--- src/rtl/pipeline_exec_controller.sv ---
// pipeline_exec_controller: run/step/halt sequencer gating fetch and the downstream pipeline registers.
module pipeline_exec_controller #(
  parameter int DRAIN_CYCLES = 4,
  parameter int CNT_WIDTH    = 32
) (
  input  logic                 clk,
  input  logic                 reset,
  input  logic                 cmd_valid,
  input  logic [1:0]           cmd,
  output logic                 cmd_ready,
  input  logic                 halt_id,
  output logic                 fetch_en,
  output logic                 pipe_en,
  output logic                 halted,
  output logic                 step_done,
  output logic [CNT_WIDTH-1:0] cycle_count
);
  typedef enum logic [2:0] {IDLE, RUN, STEP, DRAIN, HALTED} state_t;
  localparam logic [1:0] CMD_RUN  = 2'b01;
  localparam logic [1:0] CMD_STEP = 2'b10;
  localparam logic [1:0] CMD_STOP = 2'b11;
  localparam logic [3:0] DRAIN_LOAD = 4'(DRAIN_CYCLES - 1);
  state_t               state_q, state_d;
  logic [3:0]           drain_q, drain_d;
  logic                 step_done_q, step_done_d;
  logic [CNT_WIDTH-1:0] cnt_q, cnt_d;
  logic                 accept;
  assign cmd_ready   = !reset && (state_q == IDLE || state_q == RUN || state_q == HALTED);
  assign pipe_en     = !reset && (state_q == RUN || state_q == STEP || state_q == DRAIN);
  assign fetch_en    = !reset && (state_q == RUN || state_q == STEP) && !halt_id;
  assign halted      = state_q == HALTED;
  assign step_done   = step_done_q;
  assign cycle_count = cnt_q;
  assign accept      = cmd_valid && cmd_ready;
  assign cnt_d       = (pipe_en && cnt_q != '1) ? cnt_q + 1'b1 : cnt_q;
  always_comb begin
    state_d     = state_q;
    drain_d     = drain_q;
    step_done_d = 1'b0;
    case (state_q)
      IDLE: state_d = (accept && cmd == CMD_RUN) ? RUN : (accept && cmd == CMD_STEP) ? STEP : IDLE;
      // halt_id wins over a simultaneous STOP so older instructions still drain
      RUN: begin
        if (halt_id) begin
          state_d = DRAIN;
          drain_d = DRAIN_LOAD;
        end else if (accept && cmd == CMD_STOP) begin
          state_d = IDLE;
        end
      end
      STEP: begin
        if (halt_id) begin
          state_d = DRAIN;
          drain_d = DRAIN_LOAD;
        end else begin
          state_d     = IDLE;
          step_done_d = 1'b1;
        end
      end
      DRAIN: begin
        if (drain_q == 4'd0) state_d = HALTED;
        else drain_d = drain_q - 4'd1;
      end
      HALTED:  state_d = HALTED;
      default: state_d = IDLE;
    endcase
  end
  always_ff @(posedge clk) begin
    if (reset) begin
      state_q     <= IDLE;
      drain_q     <= 4'd0;
      step_done_q <= 1'b0;
      cnt_q       <= '0;
    end else begin
      state_q     <= state_d;
      drain_q     <= drain_d;
      step_done_q <= step_done_d;
      cnt_q       <= cnt_d;
    end
  end
endmodule

--- config.mk ---
export PLATFORM = sky130hd
export DESIGN_NAME = pipeline_exec_controller
export DESIGN_NICKNAME = d
export VERILOG_FILES = /design/src/rtl/pipeline_exec_controller.sv
export SDC_FILE = /design/constraint.sdc
export NUM_CORES = 1
export LEC_CHECK = 0
export ABC_AREA = 1
export CORE_MARGIN = 2
export CORE_UTILIZATION = 46
export CTS_CLUSTER_DIAMETER = 100
export DETAILED_ROUTE_END_ITERATION = 7
export DONT_BUFFER_PORTS = 1
export PLACE_DENSITY = 0.7
export SLEW_MARGIN = 15
export SYNTH_ARGS = -nofsm -noshare
export SYNTH_HDL_FRONTEND = slang
export SYNTH_SLANG_ARGS = --single-unit
--- constraint.sdc ---
create_clock -name clk -period 3.4 [get_ports clk]
set_input_delay 0.51 -clock clk [delete_from_list [all_inputs] [get_ports clk]]
set_output_delay 0.51 -clock clk [all_outputs]
set_load 0.02 [all_outputs]
==> reports/metrics.csv, run 1 <==
stage,metric,value,unit
outcome,outcome,"complete, no violations",
yosys,Yosys cell types,28,
die,Ports,43,
cts,worst skew pair latency,0.29,ns
pwr,Leakage,0.986,nW
min_path,Hold Crit Class,in -> reg,
pwr,Net Sw Frac,25.4,%
die,Die H,78.8,um
critical_path,Worst R2R Path Depth,10,
cells_and_area,Area growth syn-to-layout,4.52,%
cells_and_area,Finished Cell Area,0.00269,mm^2
timing,Max Slew Vio Count,0,
die,Die W,78.8,um
pwr,Int Pwr,0.657,mW
cts,Num CTS Buffers,5,
cts,CTS tree,done,
timing,Rel. slew slack,63.7,%
yosys,register area share after synthesis,31.1,%
routing,initial DRC count,159,
pwr,P_sw,0.224,mW
routing,final wirelength,6110,um
cts,Setup Buffers After CTS,0,
critical_path,critical path depth,10,
global_routing,vias in the first global route,2216,
cts,H-tree levels,2,
pwr,Reg power frac,55.0,%
critical_path,Critical Path Start Type,flip-flop,
timing,Clock Skew,0.00554,ns
timing,RSZ-0062 raised after global routing,no,
yosys,Synthesis Warnings,0,
yosys,Syn Inst Count,419,
global_routing,GRT overflow,0,
cts,clock buffer depth,2,
cells_and_area,# diodes,0,
pwr,combinational share of power,7.3,%
cells_and_area,layout cell share with drive strength beyond 1,8.13,%
yosys,Netlist Area Pre-Place,0.00257,mm^2
cts,"Reg clk slew, reported paths",0.08,ns
cts,Sink Count,40,
critical_path,CP Capture Type,flip-flop,
global_routing,initial antenna violation count,0,
placement,Port Buffer Count,0,
cts,post-CTS sizing,0,
min_path,WHS Path Cells,1,
die,core box area,0.00544,mm^2
die,die footprint,0.00621,mm^2
pwr,Power Density,327,mW/mm^2
critical_path,CP cell instances,ha_1 > inv_1 > nor2_4 > nand2_4 > nor2_8 > nand2_4 > nand2_4 > inv_2 > nand2_1 > a21oi_2,
yosys,Synth Net Count,427,
die,row cnt,27,
critical_path,CP max stage delay,0.58,ns
pwr,Peak VDD IR,0.171,mV
routing,DRC violations left,0,
global_routing,first-pass GRT wire length,10600,um
critical_path,most frequent cell on the critical path,nand2_4,
pwr,clock power share,37.7,%
yosys,"EDFF count, synth",0,
timing,f_max,432,MHz
routing,vias per cell,5.02,
critical_path,worst r2r src,cycle_count[0]$_SDFFE_PP0P_,
routing,Final ANT Viol Nets,0,
placement,DP Worst Slack,1.08,ns
routing,router iterations before antenna repair,4,
critical_path,CP bufs+invs,2,
timing,fin crit period,2.32,ns
cells_and_area,final-stage net count,425,
critical_path,cell family with most CP delay,simple AND/OR/NAND/NOR gates,
critical_path,r2r setup slk,1.08,ns
routing,Routed WL per cell,12.5,um
critical_path,Crit Path Max Fanout,29,
global_routing,All-Layer GR Usage,21.4,%
yosys,"Avg Cell Area, Syn",6.14,um^2
placement,Detailed Place HPWL,4680,um
die,Starting Density,47.3,%
global_routing,largest net degree at the start of global routing,36,
min_path,Hold Crit Start,reset,
timing,setup ws final,1.08,ns
yosys,asr flop ratio synth,0,%
job,max cap viols,0,
cells_and_area,"commonest non-fill, non-tap cell in the layout",nand2_1,
cells_and_area,most frequent cells in the layout,"nand2_1, nor2_1, inv_1",
placement,DP Area,0.00260,mm^2
min_path,endpoint of the worst hold path,cycle_count[16]$_SDFFE_PP0P_,
yosys,"flops & latches, synth",40,
critical_path,"Arr. time, crit path",2.51,ns
cts,clk root buf,clkbuf_8,
cts,hold-fix buffers at CTS,0,
critical_path,Worst EP required,3.59,ns
yosys,Post-synth top flop,dfxtp_1,
timing,Setup TNS,0,ns
routing,via count,2460,
timing,Tcrit/Tclk final,68.1,%
cells_and_area,Filler cells,574,
critical_path,Worst R2R End,cycle_count[29]$_SDFFE_PP0P_,
timing,final hold violations,0,
timing,final setup fails,0,
timing,slew of the pin with the lowest slew margin,0.545,ns
critical_path,WS Path Type,reg -> reg,
placement,routability cong.,0.911,
critical_path,"Slowest-stage cell, CP",dfxtp_1,
[metal layers]
layer  global-route usage, %  share of wire (%)
met4                    5.96                1.9
met3                    5.45                5.6
met2                    37.0                 48
met1                    26.2                 44
met5                       0                  0
[power groups by stage]
stage	registers (mW)	logic, mW	clock network, mW
after floorplan	0.494	0.0666	0
after global placement	0.495	0.0632	0
after detailed placement	0.495	0.0652	0
after CTS	0.484	0.0656	0.337
after global routing	0.485	0.0763	0.366
final	0.484	0.0647	0.332
[through the flow]
step,utilization (%),hold WS [ns],power [mW],instances
after floorplan,-,0.452,0.560,419
after global placement,47.8,0.466,0.558,482
after detailed placement,47.8,0.475,0.560,482
after CTS,49.5,0.270,0.887,490
after global routing,49.5,0.261,0.928,490
final,49.5,0.278,0.881,490
[flip-flops by register name, summed over array words and instances (netlist names)]
name	count
state_q	3
step_done	1
drain_q	4
cycle_count	32
[worst reg2reg max path: stages (launching register included)]
cell	delay, ns
dfxtp_1	0.58
ha_1	0.27
inv_1	0.09
nor2_4	0.18
nand2_4	0.10
nor2_8	0.14
nand2_4	0.08
nand2_4	0.25
inv_2	0.29
nand2_1	0.17
a21oi_2	0.06
[final cells by class]
cell class	count	area, um^2	area share (%)
inverters	42	158	5.86
multi-input cells	328	1550	57.6
flip-flops and latches	40	801	29.8
clock buffers	6	82.6	3.07
well taps	72	90.1	3.35
clock inverters	2	10.0	0.372
[how the worst max path moves through the flow]
stage / start / to / slack (ns)
after floorplan: cycle_count[0]$_SDFFE_PP0P_ / cycle_count[10]$_SDFFE_PP0P_ / 1.53
after global placement: cycle_count[0]$_SDFFE_PP0P_ / cycle_count[0]$_SDFFE_PP0P_ / 1.16
after detailed placement: cycle_count[0]$_SDFFE_PP0P_ / cycle_count[0]$_SDFFE_PP0P_ / 1.08
after CTS: cycle_count[0]$_SDFFE_PP0P_ / cycle_count[0]$_SDFFE_PP0P_ / 1.06
after global routing: cycle_count[0]$_SDFFE_PP0P_ / cycle_count[0]$_SDFFE_PP0P_ / 0.86
final: cycle_count[0]$_SDFFE_PP0P_ / cycle_count[29]$_SDFFE_PP0P_ / 1.08
[synth_stat cells, types with 3 or more instances]
cell type,number,area share [%]
a21oi_1,12,2.3
a21oi_2,16,5.4
clkbuf_1,4,0.58
dfxtp_1,40,31
inv_1,41,6.0
nand2_1,166,24
nand2_4,3,1.3
nand3_1,19,3.7
nand3b_1,3,0.87
nand4_1,4,0.97
nor2_1,67,9.8
nor3_1,5,0.97
o21ai_0,7,1.4
xnor2_1,4,1.4
xor2_1,10,3.4
[cell families after synthesis]
group           share of synthesized area [%]
xor+xnor                                 4.76
compound gates                           10.3
simple gates                             44.2
fa+ha+maj                               0.972
buf+inv                                  8.70
flops                                    31.1
No activity file was read; power rests on OpenSTA's default activity.
==> run 2: changes to the inputs <==
- PLACE_DENSITY: 0.7 -> 0.72
- clock period: 3.4 -> 2.1 ns (I/O delays scaled with it)
==> reports/metrics.csv, run 2 (same netlist as run 1, synthesis figures left out) <==
stage,metric,value,unit,change
global_routing,first-pass GRT wire length,11500,um,+8.0%
critical_path,WS Path Type,reg -> reg,,
die,Die H,78.8,um,unchanged
routing,Final ANT Viol Nets,0,,unchanged
placement,placed insts,516,,+7.1%
cts,CTS tree,done,,
min_path,endpoint of the worst hold path,cycle_count[17]$_SDFFE_PP0P_,,
global_routing,initial antenna violation count,0,,unchanged
min_path,Hold Crit Start,reset,,
cells_and_area,most frequent cells in the layout,"nand2_1, nor2_1, inv_1",,
critical_path,"Arr. time, crit path",2.08,ns,-0.43 ns
timing,Rel. slew slack,67.0,%,+3.3 points
critical_path,Worst EP required,2.34,ns,-1.25 ns
critical_path,Worst R2R End,cycle_count[10]$_SDFFE_PP0P_,,
outcome,outcome,"complete, no violations",,
placement,Detailed Place HPWL,5180,um,+11%
timing,Tcrit/Tclk final,87.7,%,+20 points
routing,via count,2648,,+7.6%
cts,hold-fix buffers at CTS,0,,unchanged
cells_and_area,Area growth syn-to-layout,14.4,%,
timing,Clock Skew,0.00886,ns,+0.00331 ns
cells_and_area,layout cell share with drive strength beyond 1,15.0,%,+6.9 points
cts,"Reg clk slew, reported paths",0.08,ns,about the same
routing,initial DRC count,134,,-16%
global_routing,largest net degree at the start of global routing,36,,unchanged
critical_path,worst r2r src,cycle_count[8]$_SDFFE_PP0P_,,
critical_path,"Slowest-stage cell, CP",dfxtp_1,,
routing,Routed WL per cell,12.9,um,+3.5%
timing,RSZ-0062 raised after global routing,no,,
cells_and_area,Post-Layout Cell Count,524,,+6.9%
critical_path,Critical Path Start Type,flip-flop,,
timing,Setup TNS,0,ns,unchanged
cells_and_area,multi-input logic area,0.00155,mm^2,unchanged
die,die footprint,0.00621,mm^2,unchanged
placement,routability cong.,0.898,,-1.4%
placement,Port Buffer Count,0,,unchanged
timing,final setup fails,0,,unchanged
routing,final wirelength,6770,um,+11%
pwr,Peak VDD IR,0.369,mV,+120%
cells_and_area,# diodes,0,,unchanged
cts,Sink Count,40,,unchanged
cts,clock buffer depth,2,,unchanged
timing,Max Slew Vio Count,0,,unchanged
routing,router iterations before antenna repair,4,,unchanged
die,Starting Density,47.3,%,unchanged
timing,fin crit period,1.84,ns,-0.475 ns
cts,clk root buf,clkbuf_8,,
critical_path,CP max stage delay,0.45,ns,-0.13 ns
cells_and_area,final-stage net count,459,,+8.0%
pwr,Power Density,491,mW/mm^2,+50%
min_path,WHS Path Cells,1,,unchanged
timing,f_max,543,MHz,+26%
global_routing,vias in the first global route,2500,,+13%
critical_path,cell family with most CP delay,simple AND/OR/NAND/NOR gates,,
critical_path,most frequent cell on the critical path,nand2_1,,
timing,slew of the pin with the lowest slew margin,0.494,ns,-0.0502 ns
die,Ports,43,,unchanged
timing,final hold violations,0,,unchanged
critical_path,r2r setup slk,0.26,ns,-0.83 ns
cells_and_area,Filler cells,582,,+1.4%
routing,DRC violations left,0,,unchanged
routing,vias per cell,5.05,,+0.66%
pwr,Leakage,1.17,nW,+19%
global_routing,GRT overflow,0,,unchanged
critical_path,CP cell instances,nand2_1 > nor2_1 > nand2_1 > nor2_8 > nand2_4 > nand2_4 > buf_4 > nand2_1 > a21oi_2,,
die,core box area,0.00544,mm^2,unchanged
cts,post-CTS sizing,0,,unchanged
cells_and_area,"Core Util, Final",54.2,%,+4.7 points
critical_path,Crit Path Max Fanout,24,,-17%
cts,worst skew pair latency,0.30,ns,about the same
min_path,Hold Crit Class,in -> reg,,
critical_path,CP bufs+invs,1,,-1
die,Die W,78.8,um,unchanged
global_routing,All-Layer GR Usage,23.4,%,+2.0 points
cts,Setup Buffers After CTS,0,,unchanged
die,row cnt,27,,unchanged
cells_and_area,max reg flops,32,,unchanged
critical_path,Worst R2R Path Depth,9,,-1
cts,Num CTS Buffers,5,,unchanged
critical_path,CP Capture Type,flip-flop,,
pwr,Tot Pwr,1.45,mW,+64%
cts,H-tree levels,2,,unchanged
cells_and_area,"commonest non-fill, non-tap cell in the layout",nand2_1,,
job,max cap viols,0,,unchanged
cells_and_area,Reg area,801,um^2,unchanged
[run 2: cell count changes in the layout (fill, tap and decap cells not counted)]
| cell | change |
|---|---|
| buf_4 | +34 |
[run 2: worst max-delay path by stage]
| stage | start | to | slack (ns) | cells after the start |
|---|---|---|---|---|
| 6_report | cycle_count[8]$_SDFFE_PP0P_ | cycle_count[10]$_SDFFE_PP0P_ | 0.26 | 9 |
| 3_3_place_gp | cycle_count[8]$_SDFFE_PP0P_ | cycle_count[9]$_SDFFE_PP0P_ | 0.33 | 9 |
| 4_1_cts | cycle_count[8]$_SDFFE_PP0P_ | cycle_count[16]$_SDFFE_PP0P_ | 0.27 | 9 |
| 2_1_floorplan | cycle_count[0]$_SDFFE_PP0P_ | cycle_count[10]$_SDFFE_PP0P_ | 0.23 | 11 |
| 3_5_place_dp | cycle_count[0]$_SDFFE_PP0P_ | cycle_count[16]$_SDFFE_PP0P_ | 0.30 | 10 |
| 5_1_grt | cycle_count[8]$_SDFFE_PP0P_ | cycle_count[13]$_SDFFE_PP0P_ | 0.08 | 9 |
[run 2: power by group]
part	switching [mW]	internal (mW)	leakage (nW)	total [mW]
sequential	0.00850	0.771	0.323	0.780
clock	0.287	0.263	0.0510	0.549
combinational	0.0817	0.0350	0.796	0.117
total	0.377	1.07	1.17	1.45
[run 2: through the flow]
stage	setup slack [ns]	hold slack, ns	instance area, um^2
2_1_floorplan	0.225	0.394	2570
3_3_place_gp	0.333	0.384	2850
3_5_place_dp	0.301	0.384	2850
4_1_cts	0.271	0.0572	2950
5_1_grt	0.0781	0.0451	2950
6_report	0.258	0.0748	2950
[run 2: final cells by class]
cell class              instances  share of cell area [%]
well taps                      72                    3.06
clock inverters                 2                   0.340
inverters                      42                    5.35
repair buffers                 34                    8.67
multi-input cells             328                    52.6
flip-flops and latches         40                    27.2
clock buffers                   6                    2.80
[run 2: metal layers]
layer,track usage [%],share of wire (%),vias up
met5,0,0,-
met4,7.72,2.0,0
met3,5.91,5.1,12
met2,40.7,48,62
met1,28.0,45,1213
li1,-,-,1361
[run 2: worst register-to-register path, stage by stage, from the launching register on]
cell and delay [ns]:
dfxtp_1 0.45, nand2_1 0.14, nor2_1 0.17, nand2_1 0.16, nor2_8 0.15, nand2_4 0.08
nand2_4 0.09, buf_4 0.29, nand2_1 0.12, a21oi_2 0.14
